<file path="src/rtl/uart_rx_fifo_pkg.sv">
// Shared UART definitions: byte width and default receive buffer depth, so
// receiver, FIFO and consumers agree on sizing.
package uart_rx_fifo_pkg;

  localparam int unsigned UART_DATA_W     = 8;
  localparam int unsigned UART_FIFO_DEPTH = 16;

endpackage

</file>
<file path="src/rtl/uart_rx_fifo.sv">
// Receive byte buffer behind the UART receiver: circular buffer with
// first-word-fall-through valid/ready output, fill level and sticky overflow.
module uart_rx_fifo
  import uart_rx_fifo_pkg::*;
#(
  parameter int unsigned DATA_W = UART_DATA_W,
  parameter int unsigned DEPTH  = UART_FIFO_DEPTH,
  localparam int ADDR_W = $clog2(DEPTH)
) (
  input  logic              clk,
  input  logic              rst,
  input  logic [DATA_W-1:0] in_data,
  input  logic              in_valid,
  output logic [DATA_W-1:0] out_data,
  output logic              out_valid,
  input  logic              out_ready,
  output logic [ADDR_W:0]   count,
  output logic              full,
  output logic              empty,
  output logic              overflow,
  input  logic              clr_overflow
);

  logic [DATA_W-1:0] mem [DEPTH];
  logic [ADDR_W-1:0] wr_ptr;
  logic [ADDR_W-1:0] rd_ptr;
  logic              push;
  logic              pop;
  logic              drop;

  assign empty     = (count == '0);
  assign full      = (count == (ADDR_W+1)'(DEPTH));
  assign out_valid = !empty;
  assign out_data  = mem[rd_ptr];

  // A full buffer still accepts a byte when a pop frees a slot on the same edge.
  assign pop  = out_valid && out_ready;
  assign push = in_valid && (!full || pop);
  assign drop = in_valid && full && !pop;

  always_ff @(posedge clk) begin
    if (push && !rst) begin
      mem[wr_ptr] <= in_data;
    end
  end

  always_ff @(posedge clk) begin
    if (rst) begin
      wr_ptr   <= '0;
      rd_ptr   <= '0;
      count    <= '0;
      overflow <= 1'b0;
    end else begin
      if (push) begin
        wr_ptr <= wr_ptr + 1'b1;
      end
      if (pop) begin
        rd_ptr <= rd_ptr + 1'b1;
      end
      case ({push, pop})
        2'b10:   count <= count + 1'b1;
        2'b01:   count <= count - 1'b1;
        default: count <= count;
      endcase
      if (drop) begin
        overflow <= 1'b1;
      end else if (clr_overflow) begin
        overflow <= 1'b0;
      end
    end
  end

endmodule

</file>
<file path="config.mk">
export PLATFORM = sky130hd
export DESIGN_NAME = uart_rx_fifo
export DESIGN_NICKNAME = d
export VERILOG_FILES = /design/src/rtl/uart_rx_fifo_pkg.sv /design/src/rtl/uart_rx_fifo.sv
export SDC_FILE = /design/constraint.sdc
export NUM_CORES = 1
export LEC_CHECK = 0
export BUFFER_PORTS_ARGS = -buffer_cell sky130_fd_sc_hd__buf_2
export CAP_MARGIN = 20
export CORE_MARGIN = 2
export CORE_UTILIZATION = 54
export DETAILED_ROUTE_END_ITERATION = 10
export GPL_TIMING_DRIVEN = 0
export PLACE_DENSITY_LB_ADDON = 0.1
export SYNTH_ARGS = -nofsm -noshare
export SYNTH_HDL_FRONTEND = slang
export SYNTH_SLANG_ARGS = --single-unit
</file>
<file path="constraint.sdc">
create_clock -name clk -period 2.4 [get_ports clk]
set_input_delay 0.12 -clock clk [delete_from_list [all_inputs] [get_ports clk]]
set_output_delay 0.12 -clock clk [all_outputs]
set_load 0.02 [all_outputs]
</file>
### After elaboration in Yosys (flattened, before gate mapping)

Memory sizes are Yosys's and may differ from the RTL's. A register that Yosys moved wholly into a read port is not among the register bits.
Cells that the tools add are included.

* mux-type cells: 7
* equality and inequality tests: 3
* $add $sub $neg: 4
* reduce and logical (&&, ||, !) cells: 13

Operators with widths (number)
* case mux 5 bit (2 select lines): 1
* adder 4 x 1 -> 4 bit, second input constant: 2
* 2-to-1 mux 4 bit: 2
* adder 5 x 1 -> 5 bit, second input constant: 1
* equality test 5 bit, second input constant: 1
* logical AND 1 bit: 5
* zero test 5 bit: 1
* subtractor 5 x 1 -> 5 bit, second input constant: 1
* zero test 1 bit: 4
* 2-to-1 mux 1 bit: 4
* nonzero test 2 bit: 2
* equality test 2 x 1 -> 1 bit, second input constant: 1
* equality test 2 bit, second input constant: 1
* logical OR 1 bit: 1

* logic and storage cells: 32
* memory bits (writable): 128
* register bits: 14
* memories: 1

Memory list
* mem: depth 16, bits a word 8, read ports 1, clocked after Yosys merged registers in 1, wr ports 1, line uart_rx_fifo.sv:24 `logic [DATA_W-1:0] mem [DEPTH];`

### Longest topological paths before layout

* depth after elaboration: 8
* mapped depth: 9
* mapped depth without buffers: 9

### Worst setup path before layout

OpenSTA, ideal clock, no wires.

* path kind: register to register
* from: register count[0]
* to: register count[4]
* path buffers: 0
* arrival: 2.585 ns
* required time: 2.266 ns
* slack: -0.320 ns
* stages on the path, launching flop included: 10
* path through: dfxtp_1 > nor4_1 > nand2_1 > nand2_1 > clkinv_1 > ha_1 > nand2b_1 > o2bb2ai_1 > a2111oi_0 > or4_1

* longest elaborated chain between the ends: 7
* elaborated cells between the ends (all ways): 13
* classes of those cells: add/sub (2); eq/ne (3); mux (1); reduce/logical (7)

RTL lines
* from (decl): line uart_rx_fifo.sv:17 `output logic [ADDR_W:0] count,`
* from (signal assigned): line uart_rx_fifo.sv:61 `2'b10: count <= count + 1'b1;`
* from (signal assigned): line uart_rx_fifo.sv:62 `2'b01: count <= count - 1'b1;`
* from (signal assigned): line uart_rx_fifo.sv:63 `default: count <= count;`
* zero test 5 bit *: line uart_rx_fifo.sv:31 `assign empty = (count == '0);`
* zero test 1 bit *: line uart_rx_fifo.sv:33 `assign out_valid = !empty;`
* named net out_valid: line uart_rx_fifo.sv:15 `output logic out_valid,`
* logical AND 1 bit *: line uart_rx_fifo.sv:37 `assign pop = out_valid && out_ready;`
* logical OR 1 bit: line uart_rx_fifo.sv:38 `assign push = in_valid && (!full || pop);`
* logical AND 1 bit: line uart_rx_fifo.sv:38
* equality test 2 x 1 -> 1 bit / equality test 2 bit (equally long branches): line uart_rx_fifo.sv:60 `case ({push, pop})`
* case mux 5 bit (2 select lines) / nonzero test 2 bit (equally long branches)

Mark *: on every way through the listed nets, which the timed path passes. The rest lies on a longest branch.
A chain may end at the register's enable or synchronous reset.

==> summary.md <==
- 6200 um^2 — placed cell area
- 0.00727 ns — worst clock skew on the final layout
- 38 — row count
- sky130_fd_sc_hd__clkbuf_8 — cell at the root of the clock tree
- 0.266 — net switching share of the total power
- multiplexers — CP delay by family, top
- 10 — highest fanout seen on the critical path
- 0 — GRT Residual Overflow
- 0 — antenna violations before repair
- 0 — remaining antenna violation count after routing
- 17 — largest net degree at the start of global routing
- 28 — PortBufs
- 0.904 ns — transition time at the pin with the least slew margin
- 0 ns — setup TNS
- 0.548 — initial core utilization
- 2.28 ns — required time at the endpoint of the critical path
- 0.954 — period utilisation layout
- 17.7 um^2 — Syn Area/Cell
- 5860 um^2 — post-synthesis instance area
- 437 MHz — Max Clock Freq
- 22.2 um — wire length per cell after detailed routing
- 179 — Iteration-0 DRC Markers
- sky130_fd_sc_hd__edfxtp_1 66%, sky130_fd_sc_hd__mux4_2 12%, sky130_fd_sc_hd__dfxtp_1 6.1% — Area contributors post-synth
- 7530 um — total half-perimeter wirelength after legalization and detailed placement
- 0.395 — worst slew slack as a fraction of its limit
- 0 — number of max-cap violations
- 128 x sky130_fd_sc_hd__edfxtp_1, 32 x sky130_fd_sc_hd__mux4_2, 31 x sky130_fd_sc_hd__nor2_1 — most numerous cell types in the synthesized netlist
- 0.51 ns — worst skew pair latency
- 3126 — Vias
- 0 — share of flip-flops with an asynchronous set or reset
- 0.656 — Yosys top cell area share
- 0.218 — logic gate share of total power
- 11700 um^2 — die area
- 128 — number of enable-type register cells in the synthesized netlist
- 0 — count of endpoints failing hold in the final timing report
- sky130_fd_sc_hd__edfxtp_1 — dominant cell type by area after synthesis
- 409 — post-layout net count
- 2 — clock tree buffer depth
- 0.54 ns — Worst path max stage delay
- buf_8 > mux4_2 > a22oi_2 > nand2_1 > buf_2 — critical path, cell by cell
- register to primary output — CP Class
- 18500 um — wire length of the first global-routing pass
- 2 — buffer and inverter count on the worst path
- 108 um — die width
- yes — TritonCTS clock tree
- 5 — depth of the critical timing path with buffers and inverters included
- 0 — DRC violation count after routing
- 0 — warning count from the yosys run
- input port to register — class of the worst hold path
- 10700 um^2 — floorplan core area
- 1040 nW/um^2 — Power Dens Cells
- 4 — detailed-routing iteration count for the pre-antenna-repair pass
- 2.40 nW — P_leak
- 17 — Num CTS Buffers
- completed — result of the run
- 0.374 — share of power burned in the clock network
- 4 — H-tree lvl count
- 0.717 — share of the yosys chip area belonging to registers
- 5.37 mW — Internal Dissipation
- 3 — number of instances on the worst hold path
- 0 — Max Slew Vio Count
- 0.306 — layout cells sized above 1
- 539 — number of cells in the finished layout apart from fillers
- 5 — depth of the worst register-to-register path
- register — nature of the critical path startpoint
- 146 — CTS sink count
- sky130_fd_sc_hd__edfxtp_1 — most repeated cell in the gate-level netlist after synthesis
- sky130_fd_sc_hd__mux4_2 — cell with the largest stage delay on the worst path
- 108 um — Die Y-Extent
- 2.17 ns — CP Data Arrival Time
- 0.408 — relative contribution of sequential cells to total power
- 30 — number of I/O pins
- primary output — capturing element type of the critical path
- yes — setup repair after global routing missed its margin
- 0.06 ns — clock-pin slew reported for the worst setup and hold paths after clock tree synthesis
- 331 — number of instances in the synthesized netlist
- 0.911 mV — Worst VDD drop
- 499 — Cell Count Post-Placement
- 7050 um^2 — final design area excluding fillers
- 12000 um — Final Routed Wirelength
- 44 — number of distinct library cells after synthesis
- 3237 — number of global-route vias before repair
- sky130_fd_sc_hd__edfxtp_1 — dominant synthesized flop cell
- 146 — post-synthesis sequential element count
- 0 — ant diodes
- 0.731 — routability cong.
- 353 — synthesized net count
- 5.80 — drt via density
- 0 — Finish-stage setup viols
- 0.226 — overall track demand over capacity in global routing
- 20.2% — synthesis-to-layout area growth
- 1.94 mW — Psw
- 2.29 ns — final critical path time including I/O delays and setup
-- cell type report --
class / count / area [um^2]
buffer: 13 / 111
clock buffer: 19 / 422
clock inverter: 12 / 189
fill: 759 / 3650
inverter: 12 / 52.6
multi-input combinational: 159 / 1650
sequential: 146 / 4210
tap: 140 / 175
timing repair buffer: 38 / 238
-- power by group through the flow --
| stage | clock network [mW] | logic (mW) | registers [mW] |
|---|---|---|---|
| 3_5_place_dp | 0 | 1.46 | 3.01 |
| 4_1_cts | 2.76 | 1.53 | 2.97 |
| 6_report | 2.73 | 1.60 | 2.98 |
| 5_1_grt | 2.88 | 1.73 | 2.99 |
| 3_3_place_gp | 0 | 1.44 | 3.00 |
| 2_1_floorplan | 0 | 1.03 | 3.03 |
-- worst register-to-register path, stage by stage (launching register included) --
cell and delay (ns):
sky130_fd_sc_hd__dfxtp_1 0.47, sky130_fd_sc_hd__or4_4 0.18, sky130_fd_sc_hd__buf_6 0.12, sky130_fd_sc_hd__o21a_1 0.26, sky130_fd_sc_hd__nand2_1 0.17, sky130_fd_sc_hd__nor2_1 0.71
-- per-stage QoR --
stage | power, mW | util | hold slack (ns) | worst slack, ns
floorplan | 4.06 | - | 0.219 | 0.0148
global placement | 4.44 | 0.579 | 0.416 | -0.0615
detailed placement | 4.47 | 0.579 | 0.430 | -0.0912
CTS | 7.27 | 0.651 | 0.00528 | 0.0111
global route | 7.61 | 0.659 | 0.0182 | -0.0827
finish | 7.31 | 0.659 | 0.0231 | 0.111
-- layer usage --
metal	vias to the layer above	GRT usage	share of wire
met5	-	0	0
met4	0	0.0650	0.0089
met3	11	0.0494	0.037
met2	74	0.387	0.54
met1	1616	0.294	0.41
li1	1425	-	-
-- timing repair --
item                                    CTS  global route
setup buffers                             0             1
gates resized for setup                  22            19
hold buffers                              9             0
endpoints found under the setup margin    9            66
hold endpoints to repair                 97             0
pin swaps                                 0             2
-- worst paths after layout --
check,startpoint,end,slack [ns]
hold reg to reg,overflow,overflow,0.49
setup reg to reg,count[1],mem[12][0],0.12
setup / recovery,register,out_data[6],0.11
hold / removal,rst,count[1],0.02
-- layout by cell type (no fill, tap or decap), types with 4 or more instances in the layout --
master and instances:
sky130_fd_sc_hd__a22oi_1 10, sky130_fd_sc_hd__a22oi_2 6, sky130_fd_sc_hd__buf_2 28, sky130_fd_sc_hd__bufinv_16 5
sky130_fd_sc_hd__clkbuf_1 6, sky130_fd_sc_hd__clkbuf_16 16, sky130_fd_sc_hd__dfxtp_1 13, sky130_fd_sc_hd__dfxtp_2 4
sky130_fd_sc_hd__dlygate4sd3_1 9, sky130_fd_sc_hd__edfxtp_1 128, sky130_fd_sc_hd__ha_1 7, sky130_fd_sc_hd__inv_1 11
sky130_fd_sc_hd__mux2i_1 4, sky130_fd_sc_hd__mux4_2 32, sky130_fd_sc_hd__nand2_1 13, sky130_fd_sc_hd__nand2b_1 5
sky130_fd_sc_hd__nand3_1 4, sky130_fd_sc_hd__nor2_1 26, sky130_fd_sc_hd__nor2_2 5, sky130_fd_sc_hd__xor2_1 4
-- cells by family (layout without fill, tap and decap cells) --
kind of cell,Yosys count,count (layout),share of synthesized area
DFF,146,146,0.717
and+or+nand+nor,73,73,0.0594
adders and majority gates,9,9,0.0205
xor gates and xnor gates,5,5,0.00747
buffers and inverters,26,94,0.0186
AOI/OAI and AO/OA,36,36,0.0470
muxes,36,36,0.130
-- flip-flops by register name, indices dropped and copies added (netlist names), named ones only --
name	cells
mem	128
overflow	1
rd_ptr	4
wr_ptr	4
count	5
Note: power is estimated with default switching activity, not from simulation.
